==> config.mk <==
export PLATFORM = sky130hd
export DESIGN_NAME = prime_pair_finder
export DESIGN_NICKNAME = d
export VERILOG_FILES = /design/src/rtl/rsa_pkg.sv /design/src/rtl/candidate_gen.sv /design/src/rtl/prime_pair_finder.sv
export SDC_FILE = /design/constraint.sdc
export NUM_CORES = 1
export LEC_CHECK = 0
export CAP_MARGIN = 20
export CORE_ASPECT_RATIO = 1.5
export CORE_MARGIN = 2
export CORE_UTILIZATION = 48
export CTS_CLUSTER_SIZE = 40
export DETAILED_ROUTE_END_ITERATION = 7
export HOLD_SLACK_MARGIN = 0.03
export MAX_ROUTING_LAYER = met4
export PLACE_DENSITY = 0.76
export SLEW_MARGIN = 10
export SYNTH_ARGS = -nofsm -noshare
export SYNTH_HDL_FRONTEND = slang
export SYNTH_SLANG_ARGS = --single-unit
==> constraint.sdc <==
create_clock -name clock -period 5.95 [get_ports clock]
set_clock_uncertainty 0.2 [all_clocks]
set_input_delay 1.19 -clock clock [delete_from_list [all_inputs] [get_ports clock]]
set_output_delay 1.19 -clock clock [all_outputs]
set_load 0.05 [all_outputs]
==> src/rtl/rsa_pkg.sv <==
// Shared types and constants for the RSA key-generation prime search.
package rsa_pkg;

  localparam int unsigned DEFAULT_WIDTH = 32;

  // Sequencer states of the prime pair finder
  typedef enum logic [2:0] {
    IDLE  = 3'd0,
    LOAD  = 3'd1,
    ISSUE = 3'd2,
    WAIT  = 3'd3,
    EVAL  = 3'd4,
    DONE  = 3'd5,
    FAIL  = 3'd6
  } state_e;

  // fail_code encodings
  localparam logic [1:0] FC_NONE     = 2'd0;
  localparam logic [1:0] FC_ATTEMPTS = 2'd1;
  localparam logic [1:0] FC_TIMEOUT  = 2'd2;

endpackage

==> src/rtl/candidate_gen.sv <==
// Combinational candidate stepper: next odd candidate with wrap-to-3, plus a
// skip flag for the current candidate (equal to p while searching for q, or,
// when the filter is enabled, a multiple of 3, 5 or 7 other than those primes).
// The filter_en input is tied high by the top when SMALL_PRIME_FILTER_EN is defined.
module candidate_gen
  import rsa_pkg::*;
#(
  parameter int unsigned WIDTH = DEFAULT_WIDTH
) (
  input  logic [WIDTH-1:0] cand,
  input  logic             p_found,
  input  logic [WIDTH-1:0] p_val,
  input  logic             filter_en,
  output logic [WIDTH-1:0] next_cand,
  output logic             skip
);

  logic [WIDTH:0] sum_ext;
  logic           small_div;
  logic           is_small_prime;

  assign sum_ext = {1'b0, cand} + (WIDTH + 1)'(2);

  // Step by two; an overflow or a wrapped value below 3 restarts at 3
  always_comb begin
    next_cand = sum_ext[WIDTH-1:0];
    if (sum_ext[WIDTH] || (sum_ext[WIDTH-1:0] < WIDTH'(3))) begin
      next_cand = WIDTH'(3);
    end
  end

  // Decide whether the current candidate is skipped instead of issued
  always_comb begin
    small_div      = ((cand % WIDTH'(3)) == '0) ||
                     ((cand % WIDTH'(5)) == '0) ||
                     ((cand % WIDTH'(7)) == '0);
    is_small_prime = (cand == WIDTH'(3)) || (cand == WIDTH'(5)) || (cand == WIDTH'(7));
    skip           = (p_found && (cand == p_val)) ||
                     (filter_en && small_div && !is_small_prime);
  end

endmodule

==> src/rtl/prime_pair_finder.sv <==
// Prime pair finder: walks odd candidates from a seed, drives one primality
// tester, and latches the first two distinct primes as p and q.
// Optional build macro: SMALL_PRIME_FILTER_EN (skip multiples of 3, 5, 7
// without consulting the tester).
module prime_pair_finder
  import rsa_pkg::*;
#(
  parameter int unsigned WIDTH        = DEFAULT_WIDTH,
  parameter int unsigned MAX_ATTEMPTS = 256,
  parameter int unsigned TIMEOUT      = 4096
) (
  input  logic                                clock,
  input  logic                                reset,
  input  logic                                start,
  input  logic [WIDTH-1:0]                    seed,
  output logic [WIDTH-1:0]                    pt_number,
  output logic                                pt_start,
  input  logic                                pt_is_prime,
  input  logic                                pt_done,
  output logic [WIDTH-1:0]                    p_out,
  output logic [WIDTH-1:0]                    q_out,
  output logic                                valid,
  output logic                                busy,
  output logic                                fail,
  output logic [1:0]                          fail_code,
  output logic [$clog2(MAX_ATTEMPTS+1)-1:0]   tries
);

  localparam int unsigned TRIES_W = $clog2(MAX_ATTEMPTS + 1);
  localparam int unsigned WDOG_W  = $clog2(TIMEOUT + 1);
  localparam logic [TRIES_W-1:0] MAX_TRIES = TRIES_W'(MAX_ATTEMPTS);
  localparam logic [WDOG_W-1:0]  WDOG_LAST = WDOG_W'(TIMEOUT - 1);

`ifdef SMALL_PRIME_FILTER_EN
  localparam logic FILTER_EN = 1'b1;
`else
  localparam logic FILTER_EN = 1'b0;
`endif

  state_e               state_q,     state_d;
  logic [WIDTH-1:0]     seed_q,      seed_d;
  logic [WIDTH-1:0]     cand_q,      cand_d;
  logic [WIDTH-1:0]     p_q,         p_d;
  logic [WIDTH-1:0]     q_q,         q_d;
  logic                 p_found_q,   p_found_d;
  logic                 verdict_q,   verdict_d;
  logic [TRIES_W-1:0]   tries_q,     tries_d;
  logic [WDOG_W-1:0]    wdog_q,      wdog_d;
  logic                 pt_start_q,  pt_start_d;
  logic                 valid_q,     valid_d;
  logic                 fail_q,      fail_d;
  logic [1:0]           fail_code_q, fail_code_d;
  logic                 busy_q,      busy_d;
`ifdef SMALL_PRIME_FILTER_EN
  logic [WIDTH-1:0]     skip_cnt_q,  skip_cnt_d;
`endif

  logic [WIDTH-1:0]     seed_odd;
  logic [WIDTH-1:0]     init_cand;
  logic [WIDTH-1:0]     next_cand;
  logic                 skip;

  // Candidate stepping and skip decision
  candidate_gen #(
    .WIDTH (WIDTH)
  ) u_candidate_gen (
    .cand      (cand_q),
    .p_found   (p_found_q),
    .p_val     (p_q),
    .filter_en (FILTER_EN),
    .next_cand (next_cand),
    .skip      (skip)
  );

  // First candidate: force odd, and never start below 3
  always_comb begin
    seed_odd  = seed_q | WIDTH'(1);
    init_cand = (seed_odd < WIDTH'(3)) ? WIDTH'(3) : seed_odd;
  end

  // Next-state and next-output logic
  always_comb begin
    state_d     = state_q;
    seed_d      = seed_q;
    cand_d      = cand_q;
    p_d         = p_q;
    q_d         = q_q;
    p_found_d   = p_found_q;
    verdict_d   = verdict_q;
    tries_d     = tries_q;
    wdog_d      = wdog_q;
    pt_start_d  = 1'b0;
    valid_d     = valid_q;
    fail_d      = fail_q;
    fail_code_d = fail_code_q;
`ifdef SMALL_PRIME_FILTER_EN
    skip_cnt_d  = skip_cnt_q;
`endif

    case (state_q)
      IDLE, DONE, FAIL: begin
        if (start) begin
          seed_d      = seed;
          valid_d     = 1'b0;
          fail_d      = 1'b0;
          fail_code_d = FC_NONE;
          tries_d     = '0;
          p_d         = '0;
          q_d         = '0;
          p_found_d   = 1'b0;
          state_d     = LOAD;
        end
      end

      LOAD: begin
        cand_d  = init_cand;
`ifdef SMALL_PRIME_FILTER_EN
        skip_cnt_d = '0;
`endif
        state_d = ISSUE;
      end

      ISSUE: begin
        if (skip) begin
          // Skipped candidates take one cycle, no pulse, no try
          cand_d = next_cand;
`ifdef SMALL_PRIME_FILTER_EN
          if (skip_cnt_q == '1) begin
            fail_d      = 1'b1;
            fail_code_d = FC_ATTEMPTS;
            p_d         = '0;
            q_d         = '0;
            state_d     = FAIL;
          end else begin
            skip_cnt_d = skip_cnt_q + WIDTH'(1);
          end
`endif
        end else if (!pt_done) begin
          pt_start_d = 1'b1;
          if (tries_q != MAX_TRIES) begin
            tries_d = tries_q + TRIES_W'(1);
          end
          wdog_d  = '0;
`ifdef SMALL_PRIME_FILTER_EN
          skip_cnt_d = '0;
`endif
          state_d = WAIT;
        end
      end

      WAIT: begin
        // A verdict on the expiry cycle still wins over the timeout
        if (pt_done) begin
          verdict_d = pt_is_prime;
          state_d   = EVAL;
        end else if (wdog_q == WDOG_LAST) begin
          fail_d      = 1'b1;
          fail_code_d = FC_TIMEOUT;
          p_d         = '0;
          q_d         = '0;
          state_d     = FAIL;
        end else begin
          wdog_d = wdog_q + WDOG_W'(1);
        end
      end

      EVAL: begin
        if (verdict_q && p_found_q) begin
          q_d     = cand_q;
          valid_d = 1'b1;
          state_d = DONE;
        end else begin
          if (verdict_q) begin
            p_d       = cand_q;
            p_found_d = 1'b1;
          end
          cand_d = next_cand;
          if (tries_q == MAX_TRIES) begin
            fail_d      = 1'b1;
            fail_code_d = FC_ATTEMPTS;
            p_d         = '0;
            q_d         = '0;
            state_d     = FAIL;
          end else begin
            state_d = ISSUE;
          end
        end
      end

      default: begin
        state_d = IDLE;
      end
    endcase

    busy_d = !(state_d inside {IDLE, DONE, FAIL});
  end

  // State and output registers
  always_ff @(posedge clock or posedge reset) begin
    if (reset) begin
      state_q     <= IDLE;
      seed_q      <= '0;
      cand_q      <= '0;
      p_q         <= '0;
      q_q         <= '0;
      p_found_q   <= 1'b0;
      verdict_q   <= 1'b0;
      tries_q     <= '0;
      wdog_q      <= '0;
      pt_start_q  <= 1'b0;
      valid_q     <= 1'b0;
      fail_q      <= 1'b0;
      fail_code_q <= FC_NONE;
      busy_q      <= 1'b0;
`ifdef SMALL_PRIME_FILTER_EN
      skip_cnt_q  <= '0;
`endif
    end else begin
      state_q     <= state_d;
      seed_q      <= seed_d;
      cand_q      <= cand_d;
      p_q         <= p_d;
      q_q         <= q_d;
      p_found_q   <= p_found_d;
      verdict_q   <= verdict_d;
      tries_q     <= tries_d;
      wdog_q      <= wdog_d;
      pt_start_q  <= pt_start_d;
      valid_q     <= valid_d;
      fail_q      <= fail_d;
      fail_code_q <= fail_code_d;
      busy_q      <= busy_d;
`ifdef SMALL_PRIME_FILTER_EN
      skip_cnt_q  <= skip_cnt_d;
`endif
    end
  end

  assign pt_number = cand_q;
  assign pt_start  = pt_start_q;
  assign p_out     = p_q;
  assign q_out     = q_q;
  assign valid     = valid_q;
  assign busy      = busy_q;
  assign fail      = fail_q;
  assign fail_code = fail_code_q;
  assign tries     = tries_q;

endmodule

# == Word-level counts from Yosys, hierarchy flattened ==
# Index checks and enable logic that the tools add are counted.
# totals
reg_bits,161
latchBits,0
mem_bits_rw,0
romBits,0
inputBits,37
output_inout_bits,111
elab_cells,121
memories,0
# op_classes
add_sub_neg,3
n_mul,0
div,0
order_cmp,2
eq_ne,26
n_shift,0
muxes,53
n_bitwise,0
reduce_logical,23
# op_table
cell,n
32-bit two-way mux,12
32-bit case mux with 3 select lines,3
32-bit by 2-bit less-than comparator with 1-bit output (second input constant),2
13-bit two-way mux,4
9-bit two-way mux,4
32-bit by 2-bit adder with 33-bit output (second input constant),1
32-bit == test,1
13-bit case mux with 2 select lines,1
2-bit inequality test (second input constant),12
3-bit two-way mux,7
9-bit case mux with 2 select lines,1
3-bit == test (second input constant),5
3-bit case mux with 5 select lines,1
5-bit AND reduction,3
13-bit by 1-bit adder with 13-bit output (second input constant),1
13-bit by 12-bit == test with 1-bit output (second input constant),1
6-bit AND reduction,2
1-bit two-way mux,11
2-bit two-way mux,5
9-bit by 1-bit adder with 9-bit output (second input constant),1
9-bit == test (second input constant),1
9-bit inequality test (second input constant),1
3-bit nonzero test,3
3-bit by 2-bit == test with 1-bit output (second input constant),2
other kinds (14),22

# == Logic depth before layout (Yosys ltp) ==
# Gate-level depths: netlist of run 1.
# depth
depth_word,7
mapped_depth,9
depth_no_buf,9

# == By module ==
# From an unflattened synthesis of run 1, not the netlist that was laid out.
# hier_totals
hier_cells,2541
hier_area_um2,18801.8
# by_module_without_submodules
module,n_inst,cells_per_inst,area_each_um2,seq_area_each_um2
candidate_gen,1,1841,11822.6,0.0
prime_pair_finder,1,700,6979.2,4003.8

# == Worst setup path before layout of run 1 ==
# Ideal clock, no wire load.
# synth_timing
path_type,reg2reg
from,"register cand_q[1], in the netlist pt_number[1]"
to,"register cand_q[11], in the netlist pt_number[11]"
setup_time_ns,0.127
arrival_time_ns,3.059
required_time_ns,5.623
setup_slack_ns,2.564
stages_incl_launch_ff,9
path_buffers,0
synth_period_minus_slack_ns,3.386
path_cell_list,dfrtp_1 > ha_1 > nand3_4 > or4_4 > and4bb_1 > o2111ai_1 > or4b_4 > o21ai_4 > o21ai_1
# synth_via
elab_chain_cells,6
word_cells_on_any_way,11
classes_between,add/sub: 1; order compare: 1; eq/ne: 2; mux: 4; reduce/logical: 3
# synth_rtl
item,line,rtl
from (decl),prime_pair_finder.sv:42,"logic [WIDTH-1:0] cand_q, cand_d;"
from (signal assigned),prime_pair_finder.sv:221,cand_q <= cand_d;
32-bit by 2-bit adder with 33-bit output,candidate_gen.sv:22,"assign sum_ext = {1'b0, cand} + (WIDTH + 1)'(2);"
32-bit by 2-bit less-than comparator with 1-bit output,candidate_gen.sv:27,if (sum_ext[WIDTH] || (sum_ext[WIDTH-1:0] < WIDTH'(3))) begin
1-bit logical OR,candidate_gen.sv:27,
32-bit two-way mux,candidate_gen.sv:27,
32-bit two-way mux (on tied branches),"prime_pair_finder.sv:168, prime_pair_finder.sv:124",
32-bit case mux with 3 select lines,prime_pair_finder.sv:100,case (state_q)
# Several ways; a longest one is shown, not always the timed one. The select of a mux whose other input is x is not followed.
# A chain may end at the register's enable or synchronous reset.

# == Worst setup path after layout of run 1 ==
# layout_timing
from,"register cand_q[4], in the netlist pt_number[4]"
to,"register cand_q[13], in the netlist pt_number[13]"
# Same word-level chain as after synthesis.

==> results of run 1 <==
[cell usage after synthesis (all sizes together) (5+ instances only)]
cell type and n:
a21oi 21, a22o 25, and2 18, and3 18
and4 5, buf 19, clkbuf 51, dfrtp 160
inv 26, mux2 37, mux2i 20, nand2 139
nand2b 7, nand3 36, nand4 28, nor2 36
nor3 29, nor4 26, o211ai 12, o21ai 56
o31ai 18, or3 8, xnor2 14, xor2 41
[flip-flops by register name, indices dropped and copies added (netlist names)]
name	flops
state_q	3
pt_start	1
q_out	32
p_found_q	1
verdict_q	1
wdog_q	13
seed_q	31
tries	9
p_out	32
fail	1
busy	1
pt_number	32
valid	1
fail_code	2
[worst max-delay path, cell delays in order, from the launching register on]
cell and delay (ns):
dfrtp_1 0.70, nand4_1 0.57, or4_4 0.70, and4bb_1 0.30
o2111ai_1 0.13, or4b_4 0.61, o21ai_4 0.31, o21ai_1 0.12
[placed cells by master, fill, tap and decap left out, types with 4 or more instances in the layout]
master / Yosys / layout
and4_1: 5 / 5
mux2_2: 36 / 36
nor4_1: 25 / 25
bufinv_16: 0 / 4
o211ai_1: 12 / 12
or3_1: 8 / 8
nor3_1: 29 / 29
a21oi_1: 21 / 20
and3_1: 18 / 18
ha_1: 4 / 4
inv_1: 26 / 25
dfrtp_1: 160 / 160
clkbuf_1: 51 / 4
xnor2_1: 14 / 14
nor2_1: 36 / 36
clkbuf_16: 0 / 17
and2_1: 18 / 18
o21ai_1: 8 / 8
nand4_1: 28 / 28
nand4b_1: 4 / 4
o21a_1: 4 / 4
o22ai_1: 4 / 4
a22o_1: 25 / 25
mux2i_1: 20 / 20
clkdlybuf4s50_1: 0 / 146
o21ai_0: 47 / 46
xor2_1: 41 / 41
o31ai_1: 18 / 18
nand3_1: 35 / 35
nand2_1: 139 / 138
or2_2: 4 / 4
nand2b_1: 7 / 7
buf_4: 1 / 11
[stage by stage]
step / setup slack, ns / instance area, µm² / power, mW
floorplan: 0.240 / 8540 / 3.72
finish: 2.18 / 10700 / 5.78
global route: 1.96 / 10700 / 6.04
detailed placement: 2.03 / 10100 / 4.57
CTS: 2.25 / 10700 / 5.74
global placement: 2.12 / 10100 / 4.51
[kinds of logic after synthesis]
| kind of cell | synth area share |
|---|---|
| simple gates | 0.223 |
| fa+ha+maj | 0.00586 |
| buf+inv | 0.0454 |
| xor+xnor | 0.0564 |
| compound gates | 0.128 |
| mux | 0.0722 |
| flops | 0.469 |
[path summary, 6_finish.rpt]
kind	slack [ns]	from	end	cells after the start
setup / recovery	2.18	pt_number[4]	pt_number[13]	7
hold / removal	0.28	q_out[23]	q_out[23]	2
setup reg to reg	2.18	pt_number[4]	pt_number[13]	7
hold reg to reg	0.28	q_out[23]	q_out[23]	2
max in group asynchronous	3.39	reset	pt_number[21]	3
min in group asynchronous	1.12	reset	tries[4]	2
[area by class of cell]
class,count,area [µm²]
Inverter,26,103
Multi-Input combinational cell,653,4170
Clock inverter,10,160
Timing Repair Buffer,158,1560
Tap cell,213,267
Clock buffer,22,454
Fill cell,1471,6710
Sequential cell,160,4000
[layer usage]
layer	vias up	global-route usage	part of all wire
li1	3466	-	-
met1	3697	0.332	0.40
met2	343	0.437	0.50
met3	68	0.0489	0.060
met4	0	0.127	0.041
met5	-	-	0
[power groups by stage]
stage	registers (mW)	logic, mW	clock network [mW]
global placement	1.91	2.60	0
detailed placement	1.93	2.65	0
floorplan	2.16	1.56	0
finish	1.93	2.70	1.16
CTS	1.91	2.66	1.16
global route	1.97	2.87	1.21
==> reports/qor.csv, run 1 <==
stage,metric,value,unit
synthesis,Yosys top cell by area,dfrtp_1,
finish,Post-layout nets,1057,
clock_network,later-pin clock latency in the skew report,0.43,ns
routing,WL final,24800,µm
synthesis,Mapped Avg Cell Area,9.39,µm²
clock_network,Sink Count,160,
clock_network,Root Buffer Master,clkbuf_16,
placement,dpl cells,1208,
clock_network,Clock transition at path regs,0.07,ns
clock_network,Bufs on Longest Clock Path,2,
floorplan,Die Y,167,µm
routing,Starting DRT DRC Count,853,
routing,antenna-violating nets left,0,
finish,ant diodes,0,
finish,Layout Cells excl Fill,1242,
clock_network,CTS tree,built,
pwr,sequential fraction of design power,0.334,
placement,number of port buffers,146,
routing,Avg WL per Cell,20.0,µm
routing,# DRC,9,
sta,worst-margin pin slew,1.00,ns
floorplan,core area,17400,µm²
synthesis,Synth area leaders,"dfrtp_1, nand2_1, mux2_2, xor2_1, o21ai_0",
finish,Util after Layout,0.615,
clock_network,Post-CTS Resized,0,
synthesis,share of the synthesized area in the top cell type,0.469,
pwr,Gate power share,0.466,
global_route,GRT Util Overall,0.271,
synthesis,Syn. warnings,0,
sta,smallest hold slack,0.278,ns
floorplan,Starting Density,0.490,
global_route,first-pass GRT wire length,38900,µm
placement,dpl hpwl,17600,µm
run,Max Cap Viol,0,
synthesis,async set or reset register ratio after synthesis,1.00,
synthesis,syn nets,950,
sta,Worst slew margin,0.330,
critical_path,Arrival @ worst endpoint,3.88,ns
synthesis,Cells after Synth,909,
finish,ratio of cells with drive above 1 in the final layout,0.0904,
critical_path,peak fanout along the critical path,14,
clock_network,# H-tree levels,4,
pwr,Switching Share,0.467,
sta,RSZ-0062 raised after global routing,false,
synthesis,number of synthesized flops with an enable pin,0,
sta,setup violators final,0,
critical_path,required time of the worst setup path,6.06,ns
pwr,Pint,3.08,mW
synthesis,Netlist Area Pre-Place,8540,µm²
synthesis,"Top FF cell, synth",dfrtp_1,
synthesis,post-synthesis cell type count,62,
pwr,clock power share,0.200,
routing,post-DR vias/cell,6.10,
floorplan,Die ar.,18900,µm²
global_route,number of antenna violations at the first check in global routing,0,
clock_network,CTS Buf Count,17,
routing,first-pass detailed-route iteration total,7,
critical_path,WS Path Type,flop to flop,
worst_hold_path,type of the most critical hold path,flop to flop,
global_route,total grt overflow,0,
pwr,maximum VDD drop,0.000309,V
critical_path,CP endpoint kind,flop,
synthesis,synthesized flop and latch total,160,
placement,GP Congestion,0.932,
critical_path,Startpoint Class,flop,
floorplan,Placement Rows,59,
synthesis,sequential fraction of the synthesis area,0.469,
sta,crit share post-route,0.634,
pwr,Pwr Density,540,nW/µm²
sta,setup TNS,0,ns
pwr,Switching Power,2.70,mW
sta,Fmax achieved,265,MHz
status,status,finished with violations,
sta,min Tclk post-route,3.77,ns
global_route,number of global-route vias before repair,7134,
routing,via count,7574,
global_route,largest net degree at the start of global routing,107,
pwr,Leak Pwr,4.44,nW
sta,Final Slew Violations,0,
clock_network,CTS Hold Buffers Added,0,
finish,P&R area growth vs syn,25.4,%
floorplan,Die W,113,µm
floorplan,IO Count,148,
sta,"Hold Vio Cnt, Final",0,
status,violated checks,design-rule violations,
clock_network,Setup Buffers After CTS,0,
Power figures use the tool's default switching activity.
==> run 2: changes to the inputs <==
Clock period 5.95 ns to 3.3 ns, I/O delays scaled along.
==> reports/qor.csv, run 2 (synthesis gave the netlist of run 1 again) <==
stage,metric,value,unit,change
status,status,finished with violations,,
status,violated checks,design-rule violations,,
critical_path,CP endpoint kind,flop,,
floorplan,Die ar.,18900,µm²,unchanged
pwr,Switching Share,0.454,,-0.0133
finish,multi-input logic area,4170,µm²,unchanged
floorplan,Die W,113,µm,unchanged
global_route,number of antenna violations at the first check in global routing,0,,unchanged
finish,ratio of cells with drive above 1 in the final layout,0.134,,+0.0434
sta,"Hold Vio Cnt, Final",0,,unchanged
sta,RSZ-0062 raised after global routing,false,,
finish,P&R area growth vs syn,30.8,%,
finish,register area,4010,µm²,about the same
floorplan,Die Y,167,µm,unchanged
global_route,largest net degree at the start of global routing,65,,-39%
critical_path,WS Path Type,flop to flop,,
critical_path,peak fanout along the critical path,8,,-6
clock_network,Bufs on Longest Clock Path,2,,unchanged
run,Max Cap Viol,0,,unchanged
sta,Worst slew margin,0.519,,+0.189
finish,"most common cell after layout, fill and taps aside",dfrtp_1,,
critical_path,Arrival @ worst endpoint,3.27,ns,-0.61 ns
pwr,maximum VDD drop,0.000654,V,+110%
sta,Final Slew Violations,0,,unchanged
floorplan,IO Count,148,,unchanged
clock_network,CTS Buf Count,17,,unchanged
routing,Avg WL per Cell,19.7,µm,-1.3%
routing,post-DR vias/cell,5.90,,-3.3%
routing,WL final,25400,µm,+2.5%
sta,setup TNS,0,ns,unchanged
routing,antenna-violating nets left,0,,unchanged
global_route,number of global-route vias before repair,7513,,+5.3%
critical_path,required time of the worst setup path,3.40,ns,-2.66 ns
pwr,Gate power share,0.511,,+0.045
sta,crit share post-route,0.960,,+0.327
global_route,first-pass GRT wire length,40800,µm,+4.8%
sta,min Tclk post-route,3.17,ns,-0.601 ns
clock_network,CTS Hold Buffers Added,0,,unchanged
floorplan,core area,17400,µm²,unchanged
clock_network,Root Buffer Master,clkbuf_16,,
sta,Fmax achieved,316,MHz,+19%
sta,worst-margin pin slew,0.711,ns,-0.293 ns
clock_network,later-pin clock latency in the skew report,0.45,ns,+0.02 ns
pwr,Switching Power,4.94,mW,+83%
finish,most frequent cells in the layout,"dfrtp_1, clkdlybuf4s50_1, nand2_1",,
clock_network,CTS tree,built,,
clock_network,Setup Buffers After CTS,0,,unchanged
placement,GP Congestion,0.926,,-0.70%
placement,number of port buffers,146,,unchanged
routing,# DRC,6,,-3
critical_path,Startpoint Class,flop,,
clock_network,# H-tree levels,4,,unchanged
global_route,GRT Util Overall,0.286,,+0.0147
global_route,total grt overflow,0,,unchanged
worst_hold_path,type of the most critical hold path,flop to flop,,
pwr,PnR Total Power,10.9,mW,+88%
routing,Starting DRT DRC Count,684,,-20%
finish,ant diodes,0,,unchanged
sta,setup violators final,0,,unchanged
finish,Post-layout nets,1104,,+4.4%
floorplan,Starting Density,0.490,,unchanged
placement,dpl hpwl,19200,µm,+9.4%
finish,# fillers,1449,,-1.5%
routing,first-pass detailed-route iteration total,7,,unchanged
routing,via count,7601,,+0.36%
clock_network,Post-CTS Resized,0,,unchanged
clock_network,Sink Count,160,,unchanged
floorplan,Placement Rows,59,,unchanged
pwr,Pwr Density,973,nW/µm²,+80%
pwr,Pint,5.93,mW,+93%
clock_network,Clock transition at path regs,0.06,ns,about the same
finish,Util after Layout,0.641,,+0.0262
pwr,sequential fraction of design power,0.289,,-0.045
pwr,clock power share,0.200,,about the same
pwr,Leak Pwr,4.70,nW,+5.8%
[run 2: power by group through the flow]
| stage | clock network, mW | logic [mW] | registers [mW] |
|---|---|---|---|
| after floorplan | 0 | 2.81 | 3.90 |
| after global placement | 0 | 5.46 | 3.13 |
| after detailed placement | 0 | 5.50 | 3.15 |
| after CTS | 2.21 | 5.53 | 3.13 |
| after global routing | 2.30 | 5.94 | 3.20 |
| final | 2.18 | 5.55 | 3.14 |
[run 2: final cells by class]
type                    instances  share of cell area
inverters                      26             0.00907
well taps                     213              0.0239
clock buffers                  19              0.0397
repair buffers                205               0.177
clock inverters                13              0.0186
flip-flops and latches        160               0.359
multi-input cells             653               0.373
[run 2: stage by stage]
stage	setup WS [ns]	cells	instance area [µm²]	hold slack [ns]
2_1_floorplan	0.0110	909	8540	0.286
3_3_place_gp	0.213	1257	10500	0.263
3_5_place_dp	0.175	1257	10500	0.273
4_1_cts	0.165	1289	11200	0.286
5_1_grt	0.0250	1289	11200	0.308
6_report	0.131	1289	11200	0.285
[run 2: metal layers]
metal	global-route usage	wire length [µm]	vias up
li1	-	-	3565
met1	0.343	10200	3696
met2	0.468	12900	277
met3	0.0413	1120	63
met4	0.151	1260	0
met5	-	0	-
[run 2: final timing paths]
path                            cells after the start  slack [ns]            end          from
worst min register to register                      2        0.29      q_out[27]     q_out[27]
max in group asynchronous                           3        1.94     seed_q[24]         reset
worst max-delay path                                8        0.13  pt_number[19]  pt_number[1]
min in group asynchronous                           2        0.35       tries[8]         reset
worst max register to register                      8        0.13  pt_number[19]  pt_number[1]
worst min-delay path                                2        0.29      q_out[27]     q_out[27]
[run 2: critical path: stages (launching register included)]
cell,delay (ns)
dfrtp_2,0.36
ha_1,0.36
nand3_4,0.10
or4_4,0.56
and4bb_1,0.30
o2111ai_1,0.12
or4b_4,0.61
o21ai_4,0.30
o21ai_1,0.13
